**src/rtl/alu_share_arbiter.sv**
```systemverilog
// alu_share_arbiter: round-robin front end that lets four requesters share
// one combinational ALU. Operations are accepted one at a time. The block
// holds the operands on the ALU for one settle cycle, then registers the
// result and returns it as a single-cycle response tagged with the
// requester index.
module alu_share_arbiter #(
  parameter int WIDTH = 32,
  parameter int OPW   = 4
) (
  input  logic               clk,
  input  logic               rst,
  input  logic [3:0]         req_valid,
  input  logic [4*WIDTH-1:0] req_a,
  input  logic [4*WIDTH-1:0] req_b,
  input  logic [4*OPW-1:0]   req_op,
  output logic [3:0]         req_ready,
  output logic [WIDTH-1:0]   alu_x,
  output logic [WIDTH-1:0]   alu_y,
  output logic [OPW-1:0]     alu_op,
  input  logic [WIDTH-1:0]   alu_z,
  output logic               rsp_valid,
  output logic [1:0]         rsp_id,
  output logic [WIDTH-1:0]   rsp_data,
  output logic               busy
);

  typedef enum logic [1:0] {
    ST_IDLE = 2'd0,
    ST_EXEC = 2'd1,
    ST_RESP = 2'd2
  } state_t;

  state_t           r_state;
  state_t           w_state_next;
  logic [1:0]       r_ptr;
  logic [1:0]       r_id;
  logic [WIDTH-1:0] r_alu_x;
  logic [WIDTH-1:0] r_alu_y;
  logic [OPW-1:0]   r_alu_op;
  logic [WIDTH-1:0] r_rsp_data;
  logic [1:0]       r_rsp_id;

  logic [3:0]       w_rot;
  logic [1:0]       w_off;
  logic [1:0]       w_gidx;
  logic             w_any;
  logic             w_accept;
  logic [WIDTH-1:0] w_a_arr  [4];
  logic [WIDTH-1:0] w_b_arr  [4];
  logic [OPW-1:0]   w_op_arr [4];

  // Unpack the flat request buses. Also rotate req_valid so that bit 0 is
  // the requester currently holding top priority.
  genvar gi;
  generate
    for (gi = 0; gi < 4; gi++) begin : g_req
      assign w_a_arr[gi]  = req_a[gi*WIDTH +: WIDTH];
      assign w_b_arr[gi]  = req_b[gi*WIDTH +: WIDTH];
      assign w_op_arr[gi] = req_op[gi*OPW +: OPW];
      assign w_rot[gi]    = req_valid[r_ptr + 2'(gi)];
    end
  endgenerate

  // Find the first pending request at or after the pointer. The 2-bit add
  // provides the 3 -> 0 wrap.
  always_comb begin
    w_any = |w_rot;
    w_off = 2'd3;
    if (w_rot[0])      w_off = 2'd0;
    else if (w_rot[1]) w_off = 2'd1;
    else if (w_rot[2]) w_off = 2'd2;
    w_gidx = r_ptr + w_off;
  end

  // Next-state and grant logic. The grant is suppressed while reset is
  // held, because the state register is forced to IDLE at that time.
  always_comb begin
    w_state_next = r_state;
    req_ready    = 4'b0000;
    case (r_state)
      ST_IDLE: begin
        if (w_any && !rst) begin
          req_ready    = 4'b0001 << w_gidx;
          w_state_next = ST_EXEC;
        end
      end
      ST_EXEC: w_state_next = ST_RESP;
      ST_RESP: w_state_next = ST_IDLE;
      default: w_state_next = ST_IDLE;
    endcase
    w_accept = |(req_valid & req_ready);
  end

  // State register.
  always_ff @(posedge clk or posedge rst) begin
    if (rst) r_state <= ST_IDLE;
    else     r_state <= w_state_next;
  end

  // Datapath: capture operands on accept, capture the result after the
  // settle cycle, and advance the fairness pointer once the response is sent.
  always_ff @(posedge clk or posedge rst) begin
    if (rst) begin
      r_ptr      <= 2'd0;
      r_id       <= 2'd0;
      r_alu_x    <= '0;
      r_alu_y    <= '0;
      r_alu_op   <= '0;
      r_rsp_data <= '0;
      r_rsp_id   <= 2'd0;
    end else begin
      if (w_accept) begin
        r_alu_x  <= w_a_arr[w_gidx];
        r_alu_y  <= w_b_arr[w_gidx];
        r_alu_op <= w_op_arr[w_gidx];
        r_id     <= w_gidx;
      end
      if (r_state == ST_EXEC) begin
        r_rsp_data <= alu_z;
        r_rsp_id   <= r_id;
      end
      if (r_state == ST_RESP) begin
        r_ptr <= r_id + 2'd1;
      end
    end
  end

  assign alu_x     = r_alu_x;
  assign alu_y     = r_alu_y;
  assign alu_op    = r_alu_op;
  assign rsp_data  = r_rsp_data;
  assign rsp_id    = r_rsp_id;
  assign rsp_valid = (r_state == ST_RESP);
  assign busy      = (r_state != ST_IDLE);

endmodule

```
**config.mk**
```make
export PLATFORM = sky130hd
export DESIGN_NAME = alu_share_arbiter
export DESIGN_NICKNAME = d
export VERILOG_FILES = /design/src/rtl/alu_share_arbiter.sv
export SDC_FILE = /design/constraint.sdc
export NUM_CORES = 1
export LEC_CHECK = 0
export BUFFER_PORTS_ARGS = -buffer_cell sky130_fd_sc_hd__buf_2
export CAP_MARGIN = 20
export CORE_AREA = 2 2 164 166
export DETAILED_ROUTE_END_ITERATION = 10
export DIE_AREA = 0 0 166 168
export PLACE_DENSITY = 0.5
export SKIP_CTS_REPAIR_TIMING = 1
export SYNTH_ARGS = -nofsm -noshare
export SYNTH_HDL_FRONTEND = slang
export SYNTH_SLANG_ARGS = --single-unit
```
**constraint.sdc**
```tcl
create_clock -name clk -period 6.6 [get_ports clk]
set_input_delay 1.32 -clock clk [delete_from_list [all_inputs] [get_ports clk]]
set_output_delay 1.32 -clock clk [all_outputs]
set_load 0.05 [all_outputs]
```
-- After elaboration in Yosys (flattened, before gate mapping)
Cells that the tools add are included.
- output and inout port bits: 108
- register bits after elaboration: 108
- input bits: 310
- word-level logic and storage cells: 54
- reduce and logical (&&, ||, !) cells: 6
- mux-type cells: 24
- magnitude comparators: 5
- shift operators: 1
- add/subtract/negate cells: 5
- equal/unequal tests: 3
- bitwise gates (word level): 2
- operators by type and width (kind ; number):
    32-bit binary-select mux with 2-bit select ; 2
    32-bit two-way mux ; 4
    4-bit two-way mux ; 4
    2-bit by 3-bit < comparator with 1-bit output, second input constant ; 4
    1-bit binary-select mux with 2-bit select ; 4
    4-bit binary-select mux with 2-bit select ; 1
    4-bit OR reduction ; 2
    2-bit two-way mux ; 3
    1-bit two-way mux ; 5
    2-bit by 1-bit adder with 2-bit output, second input constant ; 2
    2-bit adder, second input constant ; 2
    4-bit AND ; 1
    2-bit case mux with 2 select lines ; 1
    1-bit by 2-bit left shift with 4-bit output, first input constant ; 1
    3-bit >= comparator, second input constant ; 1
    2-bit NOT with 3-bit output ; 1
    2-bit adder ; 1
    2-bit by 1-bit equality test with 1-bit output, second input constant ; 1
    2-bit equality test, second input constant ; 1
    2-bit zero test ; 1
    2-bit inequality test, second input constant ; 1
    2-bit nonzero test ; 1
    1-bit logical AND ; 1
    1-bit zero test ; 1

-- Longest topological paths before layout
Gate-level depths: netlist of run 1.
- depth after elaboration: 12
- depth in mapped cells: 14
- mapped depth without buffers: 10

-- Worst setup path before layout of run 1
No wires, ideal clock.
- path kind: input port to output port
- start point: input req_valid[1]
- end point: output req_ready[0]
- buffers on the path: 1
- arrival time: 3858 ps
- slack: 1422 ps
- required time: 5280 ps
- stages on the path: 8
- cells stage by stage: nor3b_1 > nor3_1 > a31oi_1 > ha_1 > nor3_1 > clkbuf_1 > nor2_1 > nor3_1
- word-level cells in the longest chain between the ends: 9
- elaborated cells on any way between the ends: 17
- those cells by class: 1 x add/sub; 1 x shift; 13 x mux; 2 x reduce/logical
- ends and longest elaborated chain (what ; RTL line ; source):
    start, declared ; 12 ; input logic [3:0] req_valid,
    1-bit binary-select mux with 2-bit select ; 60 ; assign w_rot[gi] = req_valid[r_ptr + 2'(gi)];
    1-bit two-way mux (not written as such) ; 60 ;
    1-bit two-way mux ; 71 ; else if (w_rot[2]) w_off = 2'd2;
    2-bit two-way mux ; 70 ; else if (w_rot[1]) w_off = 2'd1;
    2-bit two-way mux ; 69 ; if (w_rot[0]) w_off = 2'd0;
    2-bit adder ; 72 ; w_gidx = r_ptr + w_off;
    1-bit by 2-bit left shift with 4-bit output ; 83 ; req_ready = 4'b0001 << w_gidx;
    4-bit two-way mux * ; 82 ; if (w_any && !rst) begin
    4-bit two-way mux * ; 80 ; case (r_state)
    end, declared ; 16 ; output logic [3:0] req_ready,
Mark *: on every way between the ends. The rest lies on a longest branch, timed or not. The select of a mux whose other input is x is not followed.

-- Final worst setup path of run 1
- start point: input req_valid[2]
- end point: output req_ready[2]
Same word-level chain as after synthesis.

==> impl_results.md, run 1 <==
- # rows: 60
- Clock Tree Buf Depth: 2
- Reg2Reg Depth: 7
- Die area: ~28000 um^2
- Htree depth: 3
- Tightest Hold Check Type: reg -> reg
- Clock sink total: 108
- Sequential fraction of the synthesis area: 0.401
- Drt total wl: around 26 mm
- Post-synth ARST share: 1.00
- Boundary Pins: around 420
- Crit path DAT: ~3600 ps
- DR iter-0 viols: between 300 and 400
- Die Wd: 166 um
- CTS Root Cell: clkbuf_16
- PortBufs: about 420
- Post-synth top area share: 0.401
- Max IR drop VDD: 0.000356 V
- Yosys warns: 0
- Core area: between 20000 and 30000 um^2
- Distinct cells, synth: 36
- Rel. slew slack: 0.340
- Drt via density: between 5 and 6
- Residual DRC count: 0
- Num CTS Buffers: 9
- Largest net degree at the start of global routing: between 70 and 80
- Final HPWL DP: around 18 mm
- CP max FO: 35
- Antenna violations before repair: 3
- Final #Nets: roughly 1300
- Starting density of the core: 0.255
- Clk_lat worst skew: roughly 360 ps
- Clk pin slew, worst setup/hold paths: 80 ps
- Worst Skew: between 10 and 15 ps
- First-pass GRT wire length: around 40 mm
- Crit path launch type: primary input
- Hold Crit Depth: 1
- Post-route ant nets: 0
- Mean area per synthesized cell: roughly 11 um^2
- Lkg Pwr: roughly 4.4 nW
- Commonest cells in the netlist: mux2i_1, dfrtp_1, nand4_1, o211ai_1, o311a_1
- Share of layout cells above drive strength 1: 0.501
- Total track usage: 0.180
- Final min period: around 5000 ps
- Final setup violation count: 0
- Syn-to-layout area delta: 39.4%
- Yosys top cell by area: dfrtp_1
- Die Ht: between 150 and 200 um
- Most used DFF post-synth: dfrtp_1
- Setup tns final: 0 ps
- Req. time, crit path: about 5300 ps
- RSZ-0062 raised after global routing: false
- Slew @ Worst Pin: between 900 and 1000 ps
- Status: completed
- Post-synth net total: between 900 and 1000
- Total of max-cap violations: 0
- F_max: 0.202 GHz
- Congestion Overflow GR: 0
- Final Total Pwr: 5.62 mW
- Mapped Area: 6730 um^2
- Worst Setup Path Type: in -> out
- Finished Layout Cells: 1323
- Placed Cells: 1307
- Post-Syn Instances: 618
- Fin. Hold Viols: 0
- EDFF count, synth: 0
- Synth top area cells: dfrtp_1, mux2i_1, o311a_1
- Worst Setup End Kind: output port
- Routed length per instance: 19.6 um
- CTS tree: yes
- Cell Pwr Density: approximately 600 nW/um^2
- Most common cell in the synthesized netlist: mux2i_1
- 1st-pass router iterations: 6
- DR vias: between 6000 and 7000
- Vias in the first global route: between 6000 and 7000
- Final GP Congestion: 0.762
- Diodes inserted: 0
- Slew Viols, Final: 0
- #FFs+latches synth: around 110
- Crit share post-route: 0.752
==> report_power, final <==
| part | leakage (nW) | internal, mW | switching [mW] |
|---|---|---|---|
| registers | 1.22 | 0.965 | 0.175 |
| clock network | 0.150 | 0.279 | 0.287 |
| logic | 3.07 | 1.29 | 2.63 |
| total | 4.44 | 2.53 | 3.09 |
==> critical path: stages <==
cell and delay (ps):
buf_2 130, or3_1 380, a32oi_2 360, or3_2 700, nand2_1 210, nor3_1 220
buf_2 300
==> kinds of logic (layout without fill, tap and decap cells) <==
| family | count (synthesis) | count (layout) | synth area share |
|---|---|---|---|
| multiplexers | 170 | 170 | 0.259 |
| AO/OA/AOI/OAI | 151 | 151 | 0.193 |
| flip-flops | 108 | 108 | 0.401 |
| AND/OR/NAND/NOR | 102 | 102 | 0.0894 |
| buffers and inverters | 84 | 448 | 0.0517 |
| adder cells (fa/ha/maj) | 2 | 2 | 0.00372 |
| XOR/XNOR | 1 | 1 | 0.00130 |
==> placed cells by master (no fill, tap or decap), types with 3 or more instances in the layout <==
master       n
buf_2      417
mux2i_1    136
dfrtp_1    108
o211ai_1    68
nand4_1     68
o311a_1     68
mux2_2      34
nand2_1     10
buf_4       10
clkbuf_16    9
nand2b_1     4
nor2_1       4
or3_1        3
inv_1        3
nor3_1       3
inv_6        3
==> flip-flops by register name, indices dropped and copies added (netlist names) <==
| signal | count |
|---|---|
| alu_x | 32 |
| rsp_data | 32 |
| r_ptr | 2 |
| r_state | 2 |
| alu_op | 4 |
| r_id | 2 |
| rsp_id | 2 |
| alu_y | 32 |
==> area by class of cell <==
class | count | area [um^2]
Sequential cell | 108 | 2700
Clock inverter | 6 | 67.6
Multi-Input combinational cell | 426 | 3750
Fill cell | 2686 | 17000
Timing Repair Buffer | 428 | 2180
Inverter | 4 | 17.5
Clock buffer | 10 | 239
Tap cell | 341 | 427
==> layer usage <==
metal	global-route usage	up-vias	wire, um
met2	0.307	297	12500
li1	-	3209	-
met5	0	-	13
met1	0.224	3240	11000
met3	0.0494	27	1950
met4	0.0544	2	489
==> per-stage QoR <==
| step | setup WS [ps] | hold WS (ps) | utilization | cell area [um^2] |
|---|---|---|---|---|
| 2_1_floorplan | 1420 | 511 | - | 6730 |
| 3_3_place_gp | 1670 | 485 | 0.344 | 9070 |
| 3_5_place_dp | 1640 | 487 | 0.344 | 9070 |
| 4_1_cts | 1630 | 507 | 0.356 | 9380 |
| 5_1_grt | 1480 | 525 | 0.356 | 9380 |
| 6_report | 1640 | 504 | 0.356 | 9380 |
==> path summary, 6_finish.rpt <==
kind	slack (ps)	endpoint	startpoint
max	1640	req_ready[2]	req_valid[2]
min	500	rsp_id[1]	rsp_id[1]
max reg2reg	2730	alu_y[16]	r_ptr[1]
min reg2reg	500	rsp_id[1]	rsp_id[1]
max in group asynchronous	4330	alu_y[4]	rst
min in group asynchronous	1110	r_ptr[1]	rst
(Power assumes the default switching activity.)
==> inputs of run 2 (changes only) <==
--- a/config.mk
+++ b/config.mk
@@ -7,10 +7,10 @@
 export LEC_CHECK = 0
 export BUFFER_PORTS_ARGS = -buffer_cell sky130_fd_sc_hd__buf_2
 export CAP_MARGIN = 20
-export CORE_AREA = 2 2 164 166
+export CORE_AREA = 2 2 160 162
 export DETAILED_ROUTE_END_ITERATION = 10
-export DIE_AREA = 0 0 166 168
-export PLACE_DENSITY = 0.5
+export DIE_AREA = 0 0 162 164
+export PLACE_DENSITY = 0.52
 export SKIP_CTS_REPAIR_TIMING = 1
 export SYNTH_ARGS = -nofsm -noshare
 export SYNTH_HDL_FRONTEND = slang
==> constraint.sdc (replaced) <==
create_clock -name clk -period 4.8 [get_ports clk]
set_input_delay 0.96 -clock clk [delete_from_list [all_inputs] [get_ports clk]]
set_output_delay 0.96 -clock clk [all_outputs]
set_load 0.05 [all_outputs]
==> run 2 against run 1 <==
Effect of this change: routed wire length is 0.89% lower; setup slack worse by 600 ps; final area up 0.29%; global-route usage rose by 0.67 points; via count increased by 0.16%; non-clock buffer count grew 6; register-to-register slack worse by 970 ps; sequential power increased by 38%; count of clock-buffer cells in the layout unchanged; first-iteration DRC count rose by 7.4%; die area down 4.7%.
==> impl_results.md, run 2 (same netlist as run 1, synthesis figures left out) <==
- Die Ht: 164 um (-2.4%)
- Setup tns final: 0 ps (unchanged)
- Num CTS Buffers: 9 (unchanged)
- Boundary Pins: 418 (unchanged)
- Final setup violation count: 0 (unchanged)
- Final GP Congestion: 0.764 (+0.21%)
- Residual DRC count: 0 (unchanged)
- Req. time, crit path: 3840 ps (-1440 ps)
- DR vias: 6786 (+0.16%)
- Crit path DAT: 2800 ps (-840 ps)
- Power share of the combinational group: 0.700 (+0.003)
- Lkg Pwr: 4.47 nW (+0.51%)
- Congestion Overflow GR: 0 (unchanged)
- Switching Fraction: 0.547 (-0.00205)
- Top cell family by delay on the critical path: simple AND/OR/NAND/NOR gates
- Drt via density: 5.14 (+0.39%)
- Slowest CP cell: or3_1
- DR iter-0 viols: 365 (+7.4%)
- Worst Setup Path Type: in -> out
- WHS Endpoint: rsp_data[7]
- Worst R2R End: alu_y[19]
- First-pass GRT wire length: 39.0 mm (-2.8%)
- DP Worst Slack: 1100 ps (-542 ps)
- Vias in the first global route: 6941 (-0.16%)
- Drt total wl: 25.7 mm (-0.89%)
- CP max FO: 6 (-83%)
- Slew Viols, Final: 0 (unchanged)
- Largest net degree at the start of global routing: 81 (+13%)
- Placed Cells: 1302 (-0.38%)
- Most frequent cells in the layout: buf_2, mux2i_1, dfrtp_1
- Die Wd: 162 um (-2.4%)
- Buf/Inv on CP: 2 (unchanged)
- Beginning of the worst register-to-register path: r_ptr[1]
- Htree depth: 3 (unchanged)
- 1st-pass router iterations: 4 (-2)
- F_max: about 0.27 GHz
- Crit path launch type: primary input
- Starting density of the core: 0.271 (+0.0158)
- Clock Tree Buf Depth: 2 (unchanged)
- Status: completed
- Total track usage: 0.187 (+0.00670)
- Area after DPL: 9120 um^2 (+0.48%)
- Internal power: 3.49 mW (+38%)
- Antenna violations before repair: 1 (-2)
- Die area: 26600 um^2 (-4.7%)
- Routed length per instance: 19.5 um (-0.66%)
- Slowest stage delay, CP: 380 ps (-320 ps)
- Crit path top cell by count: buf_2
- Worst Skew: 10.7 ps (-2.09 ps)
- Fin. Hold Viols: 0 (unchanged)
- Hold Crit Depth: 1 (unchanged)
- RSZ-0062 raised after global routing: false
- Crit share post-route: 0.783
- Share of layout cells above drive strength 1: 0.503 (+0.00202)
- Reg-to-reg setup timing slack: 1760 ps (-970 ps)
- # rows: 58 (-3.3%)
- Worst Setup End Kind: output port
- Rel. slew slack: 0.360 (+0.0199)
- Final HPWL DP: 18.4 mm (+0.10%)
- Net Sw Power: 4.22 mW (+37%)
- CTS tree: yes
- # fillers: 2573 (-4.2%)
- Finished Layout Cells: 1320 (-0.23%)
- Final min period: 3760 ps
- CP cell instances: buf_2 > or3_1 > a32oi_2 > or3_2 > nand2_1 > nor3_1 > buf_2
- Clock power share: 0.097 (-0.004)
- Final setup margin: 1040 ps (-595 ps)
- Reg2Reg Depth: 10 (+3)
- CTS Root Cell: clkbuf_16
- Max IR drop VDD: 0.000631 V (+77%)
- Hold WS: 509 ps (+5.15 ps)
- Tightest Hold Check Type: reg -> reg
- Clk pin slew, worst setup/hold paths: 80 ps (about the same)
- Min-delay src: rsp_data[7]
- Post-Layout Inst Area: 9410 um^2 (+0.29%)
- Post-route ant nets: 0 (unchanged)
- Core area: 24800 um^2 (-5.8%)
- Slew @ Worst Pin: 961 ps (-29.8 ps)
- Commonest non-fill, non-tap cell in the layout: buf_2
- Clock sink total: 108 (unchanged)
- Cell Pwr Density: 819 nW/um^2 (+37%)
- Clk_lat worst skew: 350 ps (about the same)
- Syn-to-layout area delta: 39.8%
- Final #Nets: 1295 (+0.47%)
- Total of max-cap violations: 0 (unchanged)
- PortBufs: 417 (unchanged)
- Reg power frac: 0.203 (about the same)
run 2: cell count changes in the layout (fill, tap and decap cells not counted), moves of 2 or more:
cell,change
buf_4,+5
inv_8,+2
clkinv_8,-2
diode_2,+2
inv_6,-2
run 2: worst reg2reg max path: cells and delay by family (launching register included):
family,cells,cell delay [ps]
AND/OR/NAND/NOR,2,340
adder cells (fa/ha/maj),1,360
flip-flops,1,470
buffers and inverters,2,720
AO/OA/AOI/OAI,5,1040
run 2: worst max-delay path by stage:
stage,from,endpoint,slack (ps),cells past startpoint
after floorplan,req_valid[1],req_ready[0],340,8
after global placement,req_valid[0],req_ready[2],1070,9
after detailed placement,req_valid[0],req_ready[2],1100,9
after CTS,req_valid[0],req_ready[2],1090,9
after global routing,req_valid[0],req_ready[2],1010,9
final,req_valid[2],req_ready[2],1040,7
run 2: power by group through the flow:
stage | combinational (mW) | clock (mW) | sequential, mW
final | 5.39 | 0.748 | 1.57
after global routing | 5.73 | 0.812 | 1.62
after CTS | 5.45 | 0.781 | 1.57
after detailed placement | 5.46 | 0 | 1.58
after global placement | 5.43 | 0 | 1.57
after floorplan | 2.76 | 0 | 2.90
run 2: layout make-up:
cell class	count	area, um^2	area share
Clock buffer	10	229	0.0243
Multi-Input combinational cell	426	3750	0.398
Inverter	4	17.5	0.00186
Clock inverter	6	56.3	0.00598
Timing Repair Buffer	434	2240	0.238
Antenna cell	2	5.00	0.000532
Sequential cell	108	2700	0.287
Tap cell	330	413	0.0439
run 2: metrics by stage:
stage,util,total power [mW]
finish,0.379,7.71
global route,0.379,8.17
CTS,0.379,7.80
detailed placement,0.367,7.03
global placement,0.367,7.00
floorplan,-,5.66
run 2: metal layers:
layer	part of all wire	GRT usage	vias to the layer above	wire [um]
met4	0.012	0.0487	0	316
met3	0.070	0.0412	18	1800
met1	0.42	0.230	3258	10800
met5	0	0	-	0
li1	-	-	3224	-
met2	0.50	0.331	286	12900
